===== config.mk =====
export PLATFORM = sky130hd
export DESIGN_NAME = hex_status_display
export DESIGN_NICKNAME = d
export VERILOG_FILES = /design/src/rtl/hex_status_display.sv
export SDC_FILE = /design/constraint.sdc
export NUM_CORES = 1
export LEC_CHECK = 0
export ABC_AREA = 1
export CORE_MARGIN = 3
export CORE_UTILIZATION = 49
export CTS_CLUSTER_DIAMETER = 200
export DETAILED_ROUTE_END_ITERATION = 10
export GPL_TIMING_DRIVEN = 0
export PLACE_DENSITY = 0.65
export SETUP_SLACK_MARGIN = 0.05
export SLEW_MARGIN = 20
export SYNTH_ARGS = -nofsm -noshare
export SYNTH_HDL_FRONTEND = slang
export SYNTH_SLANG_ARGS = --single-unit
export TNS_END_PERCENT = 10

===== constraint.sdc =====
create_clock -name clk_clk -period 2.6 [get_ports clk_clk]
set_clock_uncertainty 0.15 [all_clocks]
set_input_delay 0.52 -clock clk_clk [delete_from_list [all_inputs] [get_ports clk_clk]]
set_output_delay 0.52 -clock clk_clk [all_outputs]
set_load 0.01 [all_outputs]

===== src/rtl/hex_status_display.sv =====
`default_nettype none
// ============================================================================
// hex_status_display : seven-segment banner/hex status controller with a
// debounced mode key and heartbeat LED.                          Rev 1.0
// ============================================================================
module hex_status_display #(
  parameter int NUM_DIGITS      = 8,
  parameter int BANNER_LEN      = 16,
  parameter int TICK_DIV        = 12_500_000,
  parameter int DEBOUNCE_CYCLES = 500_000,
  parameter int HEARTBEAT_DIV   = 25_000_000,
  localparam int AW = (BANNER_LEN > 1) ? $clog2(BANNER_LEN) : 1
) (
  input  logic                    clk_clk,
  input  logic                    reset_reset_n,
  input  logic                    mode_wr_i,
  input  logic [1:0]              mode_i,
  input  logic                    banner_wr_i,
  input  logic [AW-1:0]           banner_addr_i,
  input  logic [6:0]              banner_data_i,
  input  logic                    value_valid_i,
  input  logic [4*NUM_DIGITS-1:0] value_i,
  input  logic                    key_n_i,
  output logic [7*NUM_DIGITS-1:0] hex_o,
  output logic [1:0]              mode_o,
  output logic                    key_pulse_o,
  output logic                    heartbeat_o
);

  localparam logic [1:0] MODE_BLANK  = 2'd0;
  localparam logic [1:0] MODE_STATIC = 2'd1;
  localparam logic [1:0] MODE_SCROLL = 2'd2;
  localparam logic [1:0] MODE_HEX    = 2'd3;

  localparam int TW = (TICK_DIV > 1) ? $clog2(TICK_DIV) : 1;
  localparam int DW = $clog2(DEBOUNCE_CYCLES + 1);
  localparam int HW = (HEARTBEAT_DIV > 1) ? $clog2(HEARTBEAT_DIV) : 1;
  localparam logic [AW:0] BANNER_LEN_W = (AW+1)'(BANNER_LEN);

  function automatic logic [6:0] hex7(input logic [3:0] n);
    case (n)
      4'h0: hex7 = 7'b1000000;
      4'h1: hex7 = 7'b1111001;
      4'h2: hex7 = 7'b0100100;
      4'h3: hex7 = 7'b0110000;
      4'h4: hex7 = 7'b0011001;
      4'h5: hex7 = 7'b0010010;
      4'h6: hex7 = 7'b0000010;
      4'h7: hex7 = 7'b1111000;
      4'h8: hex7 = 7'b0000000;
      4'h9: hex7 = 7'b0010000;
      4'hA: hex7 = 7'b0001000;
      4'hB: hex7 = 7'b0000011;
      4'hC: hex7 = 7'b1000110;
      4'hD: hex7 = 7'b0100001;
      4'hE: hex7 = 7'b0000110;
      default: hex7 = 7'b0001110;
    endcase
  endfunction

  logic                    key_meta_q, key_sync_q;
  logic                    key_deb_q, key_deb_d;
  logic [DW-1:0]           deb_cnt_q, deb_cnt_d;
  logic                    key_pulse_q;
  logic                    w_press;
  logic [1:0]              mode_q, mode_d;
  logic                    w_enter_scroll;
  logic [TW-1:0]           tick_q, tick_d;
  logic [AW-1:0]           offset_q, offset_d;
  logic [HW-1:0]           hb_cnt_q, hb_cnt_d;
  logic                    hb_q, hb_d;
  logic [4*NUM_DIGITS-1:0] value_q;
  logic [6:0]              banner_q [BANNER_LEN];
  logic                    w_banner_we;
  logic [7*NUM_DIGITS-1:0] hex_q, hex_d;

  always_ff @(posedge clk_clk or negedge reset_reset_n) begin
    if (!reset_reset_n) begin
      key_meta_q  <= 1'b1;
      key_sync_q  <= 1'b1;
      key_deb_q   <= 1'b1;
      deb_cnt_q   <= '0;
      key_pulse_q <= 1'b0;
      tick_q      <= '0;
      offset_q    <= '0;
      hb_cnt_q    <= '0;
      hb_q        <= 1'b0;
      value_q     <= '0;
      hex_q       <= '1;
    end else begin
      key_meta_q  <= key_n_i;
      key_sync_q  <= key_meta_q;
      key_deb_q   <= key_deb_d;
      deb_cnt_q   <= deb_cnt_d;
      key_pulse_q <= w_press;
      tick_q      <= tick_d;
      offset_q    <= offset_d;
      hb_cnt_q    <= hb_cnt_d;
      hb_q        <= hb_d;
      if (value_valid_i) value_q <= value_i;
      hex_q       <= hex_d;
    end
  end

  // The counter runs only while the synchronised key disagrees with the
  // debounced level; one extra edge past the limit commits the new level.
  always_comb begin
    key_deb_d = key_deb_q;
    deb_cnt_d = '0;
    if (key_sync_q != key_deb_q) begin
      if (deb_cnt_q == DW'(DEBOUNCE_CYCLES)) key_deb_d = key_sync_q;
      else                                   deb_cnt_d = deb_cnt_q + DW'(1);
    end
  end

  assign w_press = key_deb_q & ~key_deb_d;

  // Mode state register
  always_ff @(posedge clk_clk or negedge reset_reset_n) begin
    if (!reset_reset_n) mode_q <= MODE_STATIC;
    else                mode_q <= mode_d;
  end

  // Mode next-state: an explicit write overrides a coincident key press
  always_comb begin
    mode_d = mode_q;
    if (mode_wr_i)    mode_d = mode_i;
    else if (w_press) mode_d = mode_q + 2'd1;
  end

  assign w_enter_scroll = (mode_d == MODE_SCROLL) && (mode_q != MODE_SCROLL);

  always_comb begin
    tick_d   = tick_q;
    offset_d = offset_q;
    if (w_enter_scroll) begin
      tick_d   = '0;
      offset_d = '0;
    end else if (mode_q == MODE_SCROLL) begin
      if (tick_q == TW'(TICK_DIV - 1)) begin
        tick_d   = '0;
        offset_d = (offset_q == AW'(BANNER_LEN - 1)) ? '0 : offset_q + AW'(1);
      end else begin
        tick_d = tick_q + TW'(1);
      end
    end
  end

  always_comb begin
    hb_cnt_d = hb_cnt_q + HW'(1);
    hb_d     = hb_q;
    if (hb_cnt_q == HW'(HEARTBEAT_DIV - 1)) begin
      hb_cnt_d = '0;
      hb_d     = ~hb_q;
    end
  end

  assign w_banner_we = banner_wr_i && ({1'b0, banner_addr_i} < BANNER_LEN_W);

  always_ff @(posedge clk_clk or negedge reset_reset_n) begin
    if (!reset_reset_n) begin
      for (int i = 0; i < BANNER_LEN; i++) banner_q[i] <= 7'h7F;
    end else if (w_banner_we) begin
      banner_q[banner_addr_i] <= banner_data_i;
    end
  end

  // Output decode: digit NUM_DIGITS-1 is leftmost and shows the lowest entry
  for (genvar d = 0; d < NUM_DIGITS; d++) begin : g_digit
    logic [AW:0]   w_sum;
    logic [AW-1:0] w_idx;
    logic [6:0]    w_seg;

    always_comb begin
      w_sum = {1'b0, offset_q} + (AW+1)'(NUM_DIGITS - 1 - d);
      w_idx = AW'((w_sum >= BANNER_LEN_W) ? (w_sum - BANNER_LEN_W) : w_sum);
      case (mode_q)
        MODE_BLANK:  w_seg = 7'h7F;
        MODE_STATIC: w_seg = banner_q[NUM_DIGITS - 1 - d];
        MODE_SCROLL: w_seg = banner_q[w_idx];
        default:     w_seg = hex7(value_q[4*d +: 4]);
      endcase
    end

    assign hex_d[7*d +: 7] = w_seg;
  end

  assign hex_o       = hex_q;
  assign mode_o      = mode_q;
  assign key_pulse_o = key_pulse_q;
  assign heartbeat_o = hb_q;

endmodule
`default_nettype wire


==> results.yml <==
clocking:
  clockBufferDepth: 3
  cts_num_sinks: 279
  clkTransAtPathRegs_ns: 0.06
  cts-root-buf: "clkbuf_16"
  clk_latency_ns: 0.59
  cts_tree: "yes"
  htree_levels: 1
  cts_made_buffers: 31
yosys:
  avgSynthCellArea_um2: 7.24
  synth_compound_gate_area_share_pct: 17.6
  netlist_area_um2: 18900
  synth_nets: 2721
  synthXorXnorAreaFrac_pct: 1.73
  synth_top_family_by_area: "simple AND/OR/NAND/NOR gates"
  synthAdderAreaFrac_pct: 4.25
  synthMuxAreaShare_pct: 0
  synthFlopType: "dfstp_2"
  synthSimpleGateAreaFrac_pct: 29.8
  yosysSeqAreaShare_pct: 38.2
  ys_ff_latch: 279
  synthCells: 2606
  async_flop_share_pct: 100
  ys_types: 57
  yosys_warnings: 0
  synth_edf_count: 0
global_route:
  use_met3_pct: 7.51
  antenna_found_initial: 1
  grt_usage_pct: 36.9
  grt.met1_usage_pct: 49.0
  grt_max_degree: 92
  grt_pass1_vias: 18600
  grt_first_pass_wirelength_um: 115000
  use_met2_pct: 58.0
  grt_busiest_layer: "met2"
  grt.overflow.total: 0
detailed_routing:
  dr.first_iter.drc_count: 2091
  vias: 19700
  route.detailed.drc: 0
  viasPerCell: 5.98
  wirelength_um: 77700
  wl_per_cell_um: 23.5
  drtAntennaViolNets: 0
  drtPass1Iterations: 6
layout:
  nFillCells: 3515
  seq_area_um2: 7200
  area_growth_pct: 19.5
  multi_input_area_um2: 10500
  n_antenna_cell: 0
  drive_gt1_share_pct: 18.9
  instances_no_fill: 3301
  layout_commonest_cell: "nand2_1"
  most-common-layout-cells: "nand2_1, o21ai_0, nand3_1, inv_1, dfstp_2"
  nNetsFinal: 2881
setup_path:
  critPathMaxFanout: 10
  crit_slowest_cell: "a221oi_1"
  critPathBufInv: 2
  critPathCaptureType: "flop"
  path_delay_family: "compound AO/OA/AOI/OAI gates"
  cpPeakStageDelay_ns: 0.65
  cp_data_arrival_time_ns: 2.95
  critPathKind: "reg -> reg"
  cp_cell_sequence: "ha_1 -> inv_2 -> clkbuf_1 -> a221oi_1 -> a31oi_1"
  crit_required_ns: 2.92
  startpoint_type: "flop"
timing:
  slew-limit-headroom_pct: 39.5
  drv_slew: 0
  finalHoldViolCount: 0
  rsz0062_at_grt: "yes"
  setup_viol: 5
  tightest_slew_ns: 0.907
  max_freq_ghz: 0.380
  min_period_over_period_pct: 101
  layout_min_cycle_time_ns: 2.63
  holdWs_ns: 0.185
  setup_ws_ns: -0.0314
placement:
  gp_congestion: 1.07
  pre_cts_ws_ns: -0.787
  dp_hpwl_um: 60400
  dp.cells: 3229
  io_buffers: 109
floorplan:
  start_util_pct: 49.9
  fp.coreArea_um2: 37800
  dieWidth_um: 202
  num_io_pins: 111
  fp-row-count: 71
  die-area_um2: 40900
  die_h_um: 202
status:
  violations: "negative setup slack"
  outcome: "complete, but fails checks"
pwr:
  power_density_nw_per_um2: 1070
  ir_drop_uv: 848
  power.total_w: 0.0241
  power_leakage_nw: 9.53
job:
  max_cap_violations: 0
worst_hold_path:
  hold_path.class: "in -> reg"
==> state kept, by name, indices dropped and copies added, names as in the netlist, 2 cells and up <==
name       flops
tick_q        24
value_q       32
hex_o         56
offset_q       4
hb_cnt_q      25
deb_cnt_q     19
mode_o         2
banner_q     112
==> path summary, 6_finish.rpt <==
| kind | cells past startpoint | to | slack [ns] | start |
|---|---|---|---|---|
| hold reg to reg | 0 | key_sync_q | 0.22 | key_meta_q |
| hold / removal | 1 | key_meta_q | 0.19 | key_n_i |
| setup / recovery | 5 | hex_o[29] | -0.03 | mode_o[0] |
| min in group asynchronous | 2 | value_q[0] | 0.32 | reset_reset_n |
| max in group asynchronous | 4 | offset_q[2] | 0.89 | reset_reset_n |
| setup reg to reg | 5 | hex_o[29] | -0.03 | mode_o[0] |
==> synthesized netlist by cell type, types with 17 or more instances <==
| cell | count | area share (%) |
|---|---|---|
| a211oi_1 | 21 | 0.84 |
| a21oi_1 | 67 | 1.8 |
| a31oi_1 | 51 | 1.7 |
| buf_2 | 23 | 0.61 |
| buf_6 | 17 | 1.0 |
| clkbuf_1 | 76 | 1.5 |
| dfrtp_1 | 107 | 14 |
| dfstp_2 | 172 | 24 |
| ha_1 | 64 | 4.2 |
| inv_1 | 188 | 3.7 |
| nand2_1 | 795 | 16 |
| nand3_1 | 215 | 5.7 |
| nand4_1 | 24 | 0.80 |
| nor2_1 | 122 | 2.4 |
| nor3_1 | 33 | 0.88 |
| o21ai_0 | 274 | 7.3 |
| o21ai_1 | 107 | 2.8 |
| o21ai_2 | 25 | 1.2 |
| or2_1 | 17 | 0.56 |
| or2_2 | 27 | 0.90 |
| xor2_1 | 17 | 0.79 |
==> cells by family (layout without fill, tap and decap cells) <==
logic type | count (synthesis) | in the layout
simple gates | 1295 | 1295
compound gates | 588 | 588
buf+inv | 351 | 535
flops | 279 | 279
fa+ha+maj | 64 | 64
xor+xnor | 29 | 29
==> what timing repair did <==
action                                 in CTS  in global routing
pin swaps                                   6                 10
hold buffers                                1                  0
gates resized for setup                   134                 93
setup buffers                               3                 11
setup endpoints to repair                  49                 50
endpoints found under the hold margin      22                  0
==> cell type report <==
type | count | area share, %
buffer | 139 | 4.37
inverter | 212 | 3.61
multi-input combinational | 1976 | 46.7
clock inverter | 14 | 0.811
clock buffer | 43 | 3.78
sequential | 279 | 32.0
timing repair buffer | 127 | 5.91
tap | 511 | 2.84
==> per-layer routing <==
layer / share of wire, % / wire [µm] / vias up
li1: - / - / 8987
met1: 40 / 30700 / 9428
met2: 44 / 34300 / 1082
met3: 9.9 / 7720 / 230
met4: 6.3 / 4920 / 2
met5: 0.017 / 13 / -
==> power breakdown <==
group / switching (W) / internal, W
clock: 0.00189 / 0.00268
sequential: 0.000652 / 0.00549
combinational: 0.00880 / 0.00460
total: 0.0113 / 0.0128
==> per-stage QoR <==
| step | TNS (ns) | cell area, µm² | util, % |
|---|---|---|---|
| final | -0.117 | 22500 | 59.7 |
| after global routing | -0.0291 | 22500 | 59.7 |
| after CTS | 0 | 22100 | 58.6 |
| after detailed placement | -27.60 | 20700 | 54.8 |
| after global placement | -2411.97 | 20600 | 54.5 |
| after floorplan | 0 | 18900 | - |
Note: power is estimated with default switching activity, not from simulation.
